<file path="config.mk">
export PLATFORM = sky130hd
export DESIGN_NAME = demux_1x8_deser
export DESIGN_NICKNAME = d
export VERILOG_FILES = /design/src/rtl/demux_1x8_deser_pkg.sv /design/src/rtl/demux_1x8_deser_demux.sv /design/src/rtl/demux_1x8_deser.sv
export SDC_FILE = /design/constraint.sdc
export NUM_CORES = 1
export LEC_CHECK = 0
export ABC_AREA = 1
export CORE_UTILIZATION = 49
export DETAILED_ROUTE_END_ITERATION = 12
export PLACE_DENSITY_LB_ADDON = 0.1
export SYNTH_ARGS = -nofsm -noshare
export SYNTH_HDL_FRONTEND = slang
export SYNTH_SLANG_ARGS = --single-unit
</file>
<file path="constraint.sdc">
create_clock -name clk_i -period 1.7 [get_ports clk_i]
set_input_delay 0.255 -clock clk_i [delete_from_list [all_inputs] [get_ports clk_i]]
set_output_delay 0.255 -clock clk_i [all_outputs]
set_load 0.02 [all_outputs]
</file>
<file path="src/rtl/demux_1x8_deser_pkg.sv">
// Shared definitions for the 1-to-N deserializer: default sizes, output-buffer
// state encoding, and the bit order agreed with the 8x1 mux serializer.
package demux_1x8_deser_pkg;

  localparam int N_DEF     = 8;
  localparam int SEL_W_DEF = 3;

  localparam logic ST_EMPTY = 1'b0;
  localparam logic ST_FULL  = 1'b1;

  typedef enum logic {
    EMPTY = ST_EMPTY,
    FULL  = ST_FULL
  } bufState_e;

  // Select 0 carries bit 0, so the serial stream is LSB first on both ends.
  localparam logic LSB_FIRST = 1'b1;

endpackage

</file>
<file path="src/rtl/demux_1x8_deser_demux.sv">
// Combinational 1-to-N demultiplexer that turns a select into a one-hot
// write enable, all zeros when not enabled.
module demux_1xN #(
  parameter int N     = 8,
  parameter int SEL_W = 3
) (
  input  logic [SEL_W-1:0] sel_i,
  input  logic             en_i,
  output logic [N-1:0]     onehot_o
);

  always_comb begin
    onehot_o = '0;
    if (en_i) onehot_o[sel_i] = 1'b1;
  end

endmodule

</file>
<file path="src/rtl/demux_1x8_deser.sv">
// Serial-to-parallel receiver: demux-steered capture register feeding a
// one-deep valid/ready output buffer with a sticky overflow flag.
module demux_1x8_deser
  import demux_1x8_deser_pkg::*;
#(
  parameter int N     = N_DEF,
  parameter int SEL_W = SEL_W_DEF
) (
  input  logic             clk_i,
  input  logic             rst_i,
  input  logic             din_i,
  input  logic             din_valid_i,
  input  logic             sync_i,
  output logic [N-1:0]     dout_o,
  output logic             dout_valid_o,
  input  logic             dout_ready_i,
  output logic [SEL_W-1:0] sel_o,
  output logic             ovf_o,
  input  logic             ovf_clr_i
);

  logic [N-1:0]     wrEn;
  logic [N-1:0]     cap_q, cap_d;
  logic [SEL_W-1:0] sel_q, sel_d;
  logic [N-1:0]     dout_q;
  logic             ovf_q;
  bufState_e        state_q;
  logic             wordDone;
  logic             bufFree;
  logic [N-1:0]     fullWord;

  demux_1xN #(.N(N), .SEL_W(SEL_W)) uDemux (
    .sel_i    (sel_q),
    .en_i     (din_valid_i),
    .onehot_o (wrEn)
  );

  // A sync restarts the frame: only position 0 may hold the incoming bit.
  always_comb begin
    cap_d = cap_q;
    sel_d = sel_q;
    for (int i = 0; i < N; i++) begin
      if (wrEn[i]) cap_d[i] = din_i;
    end
    if (din_valid_i) sel_d = sel_q + SEL_W'(1);
    if (sync_i) begin
      cap_d    = '0;
      cap_d[0] = din_valid_i & din_i;
      sel_d    = din_valid_i ? SEL_W'(1) : '0;
    end
  end

  assign wordDone = din_valid_i && !sync_i && (sel_q == SEL_W'(N - 1));
  assign fullWord = {din_i, cap_q[N-2:0]};
  assign bufFree  = (state_q == EMPTY) || dout_ready_i;

  always_ff @(posedge clk_i or posedge rst_i) begin
    if (rst_i) begin
      cap_q   <= '0;
      sel_q   <= '0;
      dout_q  <= '0;
      ovf_q   <= 1'b0;
      state_q <= EMPTY;
    end else begin
      cap_q <= cap_d;
      sel_q <= sel_d;
      // A drop on the same edge as a clear must leave the flag set.
      if (wordDone && !bufFree) ovf_q <= 1'b1;
      else if (ovf_clr_i)       ovf_q <= 1'b0;
      case (state_q)
        EMPTY: begin
          if (wordDone) begin
            dout_q  <= fullWord;
            state_q <= FULL;
          end
        end
        FULL: begin
          if (wordDone && dout_ready_i) dout_q  <= fullWord;
          else if (dout_ready_i)        state_q <= EMPTY;
        end
        default: state_q <= EMPTY;
      endcase
    end
  end

  assign dout_o       = dout_q;
  assign dout_valid_o = (state_q == FULL);
  assign sel_o        = sel_q;
  assign ovf_o        = ovf_q;

endmodule

</file>
; ---- Word level (Yosys, flattened, before mapping)
; Cells that the tools add are included.
[classes]
addsub = 1
multipliers = 0
div = 0
order_cmp = 2
n_eq_ne = 3
shift = 0
muxes = 23
n_bitwise = 2
n_reduce_logical = 18
[ops]
columns = operator, n
row1 = $reduce_bool A2 Y1, 9
row2 = $mux W8, 2
row3 = $pmux W8 S2, 1
row4 = $mux W1, 14
row5 = $mux W7, 2
row6 = $mux W3, 2
row7 = $logic_and A1 B1 Y1, 5
row8 = $lt A3 B4 Y1 const B, 1
row9 = $add A3 B1 Y3 const B, 1
row10 = $demux W1 S3, 1
row11 = $eq A3 B3 Y1 const B, 1
row12 = $ge A3 B1 Y1 const B, 1
row13 = $logic_not A1 Y1, 2
row14 = $ne A2 B1 Y1 const B, 1
row15 = $ne A2 B2 Y1 const B, 1
row16 = $pmux W1 S2, 1
row17 = $reduce_and A2 Y1, 1
row18 = $and A1 B1 Y1, 1
row19 = $logic_or A1 B1 Y1, 1
row20 = $not A1 Y1, 1
[totals]
reg_bits = 20
latchBits = 0
ramBits = 0
romBits = 0
input_bits = 7
output_inout_bits = 13
mem_count = 0

; ---- Depth between registers and ports, before layout
[depth]
depth_word = 7
depth_mapped = 7
mapped_depth_nobuf = 7

; ---- Modules after synthesis
; From an unflattened synthesis, not the netlist that was laid out.
[unflattened]
hier_cells = 105
area_unflattened_um2 = 907.1
[modules_own_cells]
columns = mod, n_inst, cells_per_inst, area_per_inst_um2
row1 = demux_1x8_deser, 1, 88, 843.3
row2 = demux_1xN, 1, 17, 63.8

; ---- Least setup slack after synthesis
; Ideal clock, no wire load.
[synth_timing]
path_kind = register to register
startpoint = register sel_q[0] (netlist: sel_o[0])
endpoint = register dout_q[0] (netlist: dout_o[0])
setup_time_ns = 0.117
arrival_time_ns = 1.296
t_required_ns = 1.583
path_slack_ns = 0.287
path_stages_with_launch = 8
synth_period_minus_slack_ns = 1.413
path_cell_list = dfrtp_1 > ha_1 > ha_1 > inv_1 > nor2_8 > nand2_4 > nand2_1 > nand2_1
[synth_via]
elab_chain_cells = 5
[synth_lines]
columns = item, line_no
row1 = start: declaration, demux_1x8_deser.sv:24  ; logic [SEL_W-1:0] sel_q, sel_d;
row2 = start signal: assignment, demux_1x8_deser.sv:66  ; sel_q <= sel_d;
row3 = $eq A3 B3 Y1 *, demux_1x8_deser.sv:53  ; assign wordDone = din_valid_i && !sync_i && (sel_q == SEL_W'(N - 1));
row4 = $logic_and A1 B1 Y1 *, demux_1x8_deser.sv:53
row5 = $logic_and A1 B1 Y1, demux_1x8_deser.sv:78  ; if (wordDone && dout_ready_i) dout_q <= fullWord;
row6 = $ne A2 B1 Y1 (no line), --
row7 = $reduce_and A2 Y1 (no line) *, --
row8 = end signal: assignment, demux_1x8_deser.sv:73  ; dout_q <= fullWord;
row9 = end signal: assignment, demux_1x8_deser.sv:78
row10 = end: declaration, demux_1x8_deser.sv:25  ; logic [N-1:0] dout_q;
; Mark *: on every way between the ends. The rest lies on a longest branch, timed or not.
; A chain may end at the register's enable or synchronous reset.

; ---- Final worst setup path
[layout_timing]
startpoint = register dout_q[6] (netlist: dout_o[6])
endpoint = output dout_o[6]
[layout_lines]
columns = item, line_no
row1 = end: declaration, demux_1x8_deser.sv:14  ; output logic [N-1:0] dout_o,
; No word-level cell between the ends.

==> flow_summary_export.csv <==
group,metric,value,unit
run_status,status,"completed",
worst_setup_path,cp_max_fo,2,
power_and_ir_drop,p_leak,0.732,nW
yosys,yosys_warnings,0,
detailed_routing,wirelength,1840,µm
min_path,worstHoldPathType,"in2async",
yosys,netlist_instances,123,
timing,worstMarginPinSlew,373,ps
detailed_routing,drt_first_iter_violations,21,
global_route,antenna_found_initial,0,
clock_network,htreeDepth,1,
worst_setup_path,slowest_stage,"clkdlybuf4s50_1",
clock_network,cts_made_buffers,3,
yosys,syn_avg_cell_area,8.02,µm²
global_route,grt_usage,0.217,
worst_setup_path,cp-start-kind,"flop",
worst_setup_path,crit_path_end_kind,"output port",
job,timing.max_cap.violations,0,
layout,area_growth_syn_to_layout,26.9,%
die,die_area,0.00220,mm²
die,start_util,0.547,
power_and_ir_drop,powerDensity,817,mW/mm²
clock_network,path_clk_slew,110,ps
detailed_routing,vias,826,
worst_setup_path,crit_required,1440,ps
clock_network,clock_latency,300,ps
layout,fillers,166,
yosys,synth_cell_types,15,
die,die_w,46.9,µm
timing,finalSetupViolCount,0,
worst_setup_path,cpPeakStageDelay,610,ps
timing,fin_crit_sh,0.900,
yosys,synth_nets,132,
layout,num_antenna_cells,0,
worst_setup_path,crit_arrival,1270,ps
layout,drive_above_1_share,0.0833,
power_and_ir_drop,finalPower,1.02,mW
die,rows,15,
detailed_routing,dr.pass1.iters,6,
timing,slew_viol_final,0,
die,die_y,46.9,µm
worst_setup_path,critPathKind,"reg2out",
global_route,grt_max_degree,21,
clock_network,cts_tree,"yes",
timing,rsz0062_at_grt,"no",
timing,finalClockSkew,3.68,ps
place,place.gp.congestion,0.839,
die,core_area,0.00180,mm²
worst_setup_path,path_buf_inv,1,
timing,timing.slew.headroom,0.751,
yosys,synthesis.area,986,µm²
clock_network,clkSinkCount,20,
timing,clock.fmax,654,MHz
detailed_routing,wl_per_cell,10.9,µm
worst_setup_path,crit_family,"buffers and inverters",
clock_network,cts_root_buf,"clkbuf_4",
power_and_ir_drop,ir_drop,0.589,mV
detailed_routing,viasPerCell,4.89,
detailed_routing,drc,0,
clock_network,clock_path_buffers,2,
timing,hold_violations,0,
global_route,grt_pass1_vias,753,
global_route,grt_pass1_wl,3330,µm
die,ioPinCount,20,
timing,setup_tns,0,ps
layout,finish.net_count,154,
place,portBuffers,19,
place,place_hpwl,1380,µm
yosys,synth-seq-cells,20,
yosys,synth.yosys.seq_area_share,0.508,
global_route,grt-ovfl-total,0,
timing,period_minus_slack,1530,ps
detailed_routing,ant_nets,0,
worst_setup_path,path_cells,"clkdlybuf4s50_1",
## cell usage after synthesis
cell,number,share of area
buf_2,1,0.0051
buf_4,1,0.0076
buf_6,1,0.011
dfrtp_1,20,0.51
ha_1,2,0.025
inv_1,13,0.049
inv_2,3,0.011
nand2_1,51,0.19
nand2_4,2,0.023
nand3_1,17,0.086
nor2_1,4,0.015
nor2_4,1,0.011
nor2_8,1,0.020
o21ai_0,5,0.025
o22ai_1,1,0.0063
## sequential cells by signal, summed over array words and instances, names as in the netlist
name          flops
sel_o             3
dout_valid_o      1
cap_q             7
dout_o            8
ovf_o             1
## path summary, 6_finish.rpt
kind / end / slack (ps) / startpoint / cells after the start
worst max-delay path: dout_o[6] / 170 / dout_o[6] / 1
worst min-delay path: cap_q[0] / 270 / rst_i / 3
worst max register to register: dout_o[6] / 290 / sel_o[0] / 7
worst min register to register: dout_o[4] / 480 / dout_o[4] / 2
max in group asynchronous: cap_q[6] / 1230 / rst_i / 3
min in group clk_i: dout_o[4] / 480 / dout_o[4] / 2
## cells in the final DEF, fill, tap and decap left out, drive strengths merged
| cell | instances |
|---|---|
| nor2 | 6 |
| nand3 | 17 |
| o22ai | 1 |
| ha | 2 |
| nand2 | 53 |
| dlymetal6s2s | 3 |
| clkdlybuf4s50 | 16 |
| dfrtp | 20 |
| buf | 1 |
| bufinv | 1 |
| o21ai | 5 |
| inv | 16 |
| clkbuf | 3 |
## per-stage QoR
| stage | cell area, µm² | util | worst slack, ps | cells | hold WS [ps] |
|---|---|---|---|---|---|
| final | 1250 | 0.694 | 170 | 169 | 268 |
| after global routing | 1250 | 0.694 | 112 | 169 | 284 |
| after CTS | 1240 | 0.690 | 18.6 | 169 | 266 |
| after detailed placement | 1190 | 0.661 | 153 | 165 | 457 |
| after global placement | 1190 | 0.661 | 178 | 165 | 456 |
| after floorplan | 986 | - | 287 | 123 | 219 |
## power breakdown
group | switching, mW | internal (mW) | leakage, nW
clock network | 0.144 | 0.239 | 0.0279
registers | 0.0183 | 0.495 | 0.273
logic | 0.0761 | 0.0497 | 0.431
## area by class of cell
class,count,area (µm²),area share
Sequential cell,20,500,0.400
Multi-Input combinational cell,84,402,0.321
Timing Repair Buffer,20,205,0.164
Inverter,16,60.1,0.0480
Tap cell,25,31.3,0.0250
Clock inverter,1,30.0,0.0240
Clock buffer,3,22.5,0.0180
## kinds of logic after synthesis
kind of cell,after synthesis,synth area share
buffers and inverters,19,0.0850
and+or+nand+nor,76,0.350
DFF,20,0.508
AOI/OAI and AO/OA,6,0.0317
adders and majority gates,2,0.0254
## layer usage
metal / up-vias / global-route usage / wire length, µm
met3: 7 / 0.0346 / 62
met4: 0 / 0.120 / 54
li1: 421 / - / -
met2: 19 / 0.356 / 926
met5: - / 0 / 0
met1: 379 / 0.273 / 798
## what timing repair did
item / 4_1_cts / 5_1_grt
gates resized for setup: 0 / 3
endpoints found under the hold margin: 0 / 0
buffers inserted: 0 / 0
hold buffers: 0 / 0
setup endpoints to repair: 0 / 3
Power figures use the tool's default switching activity.
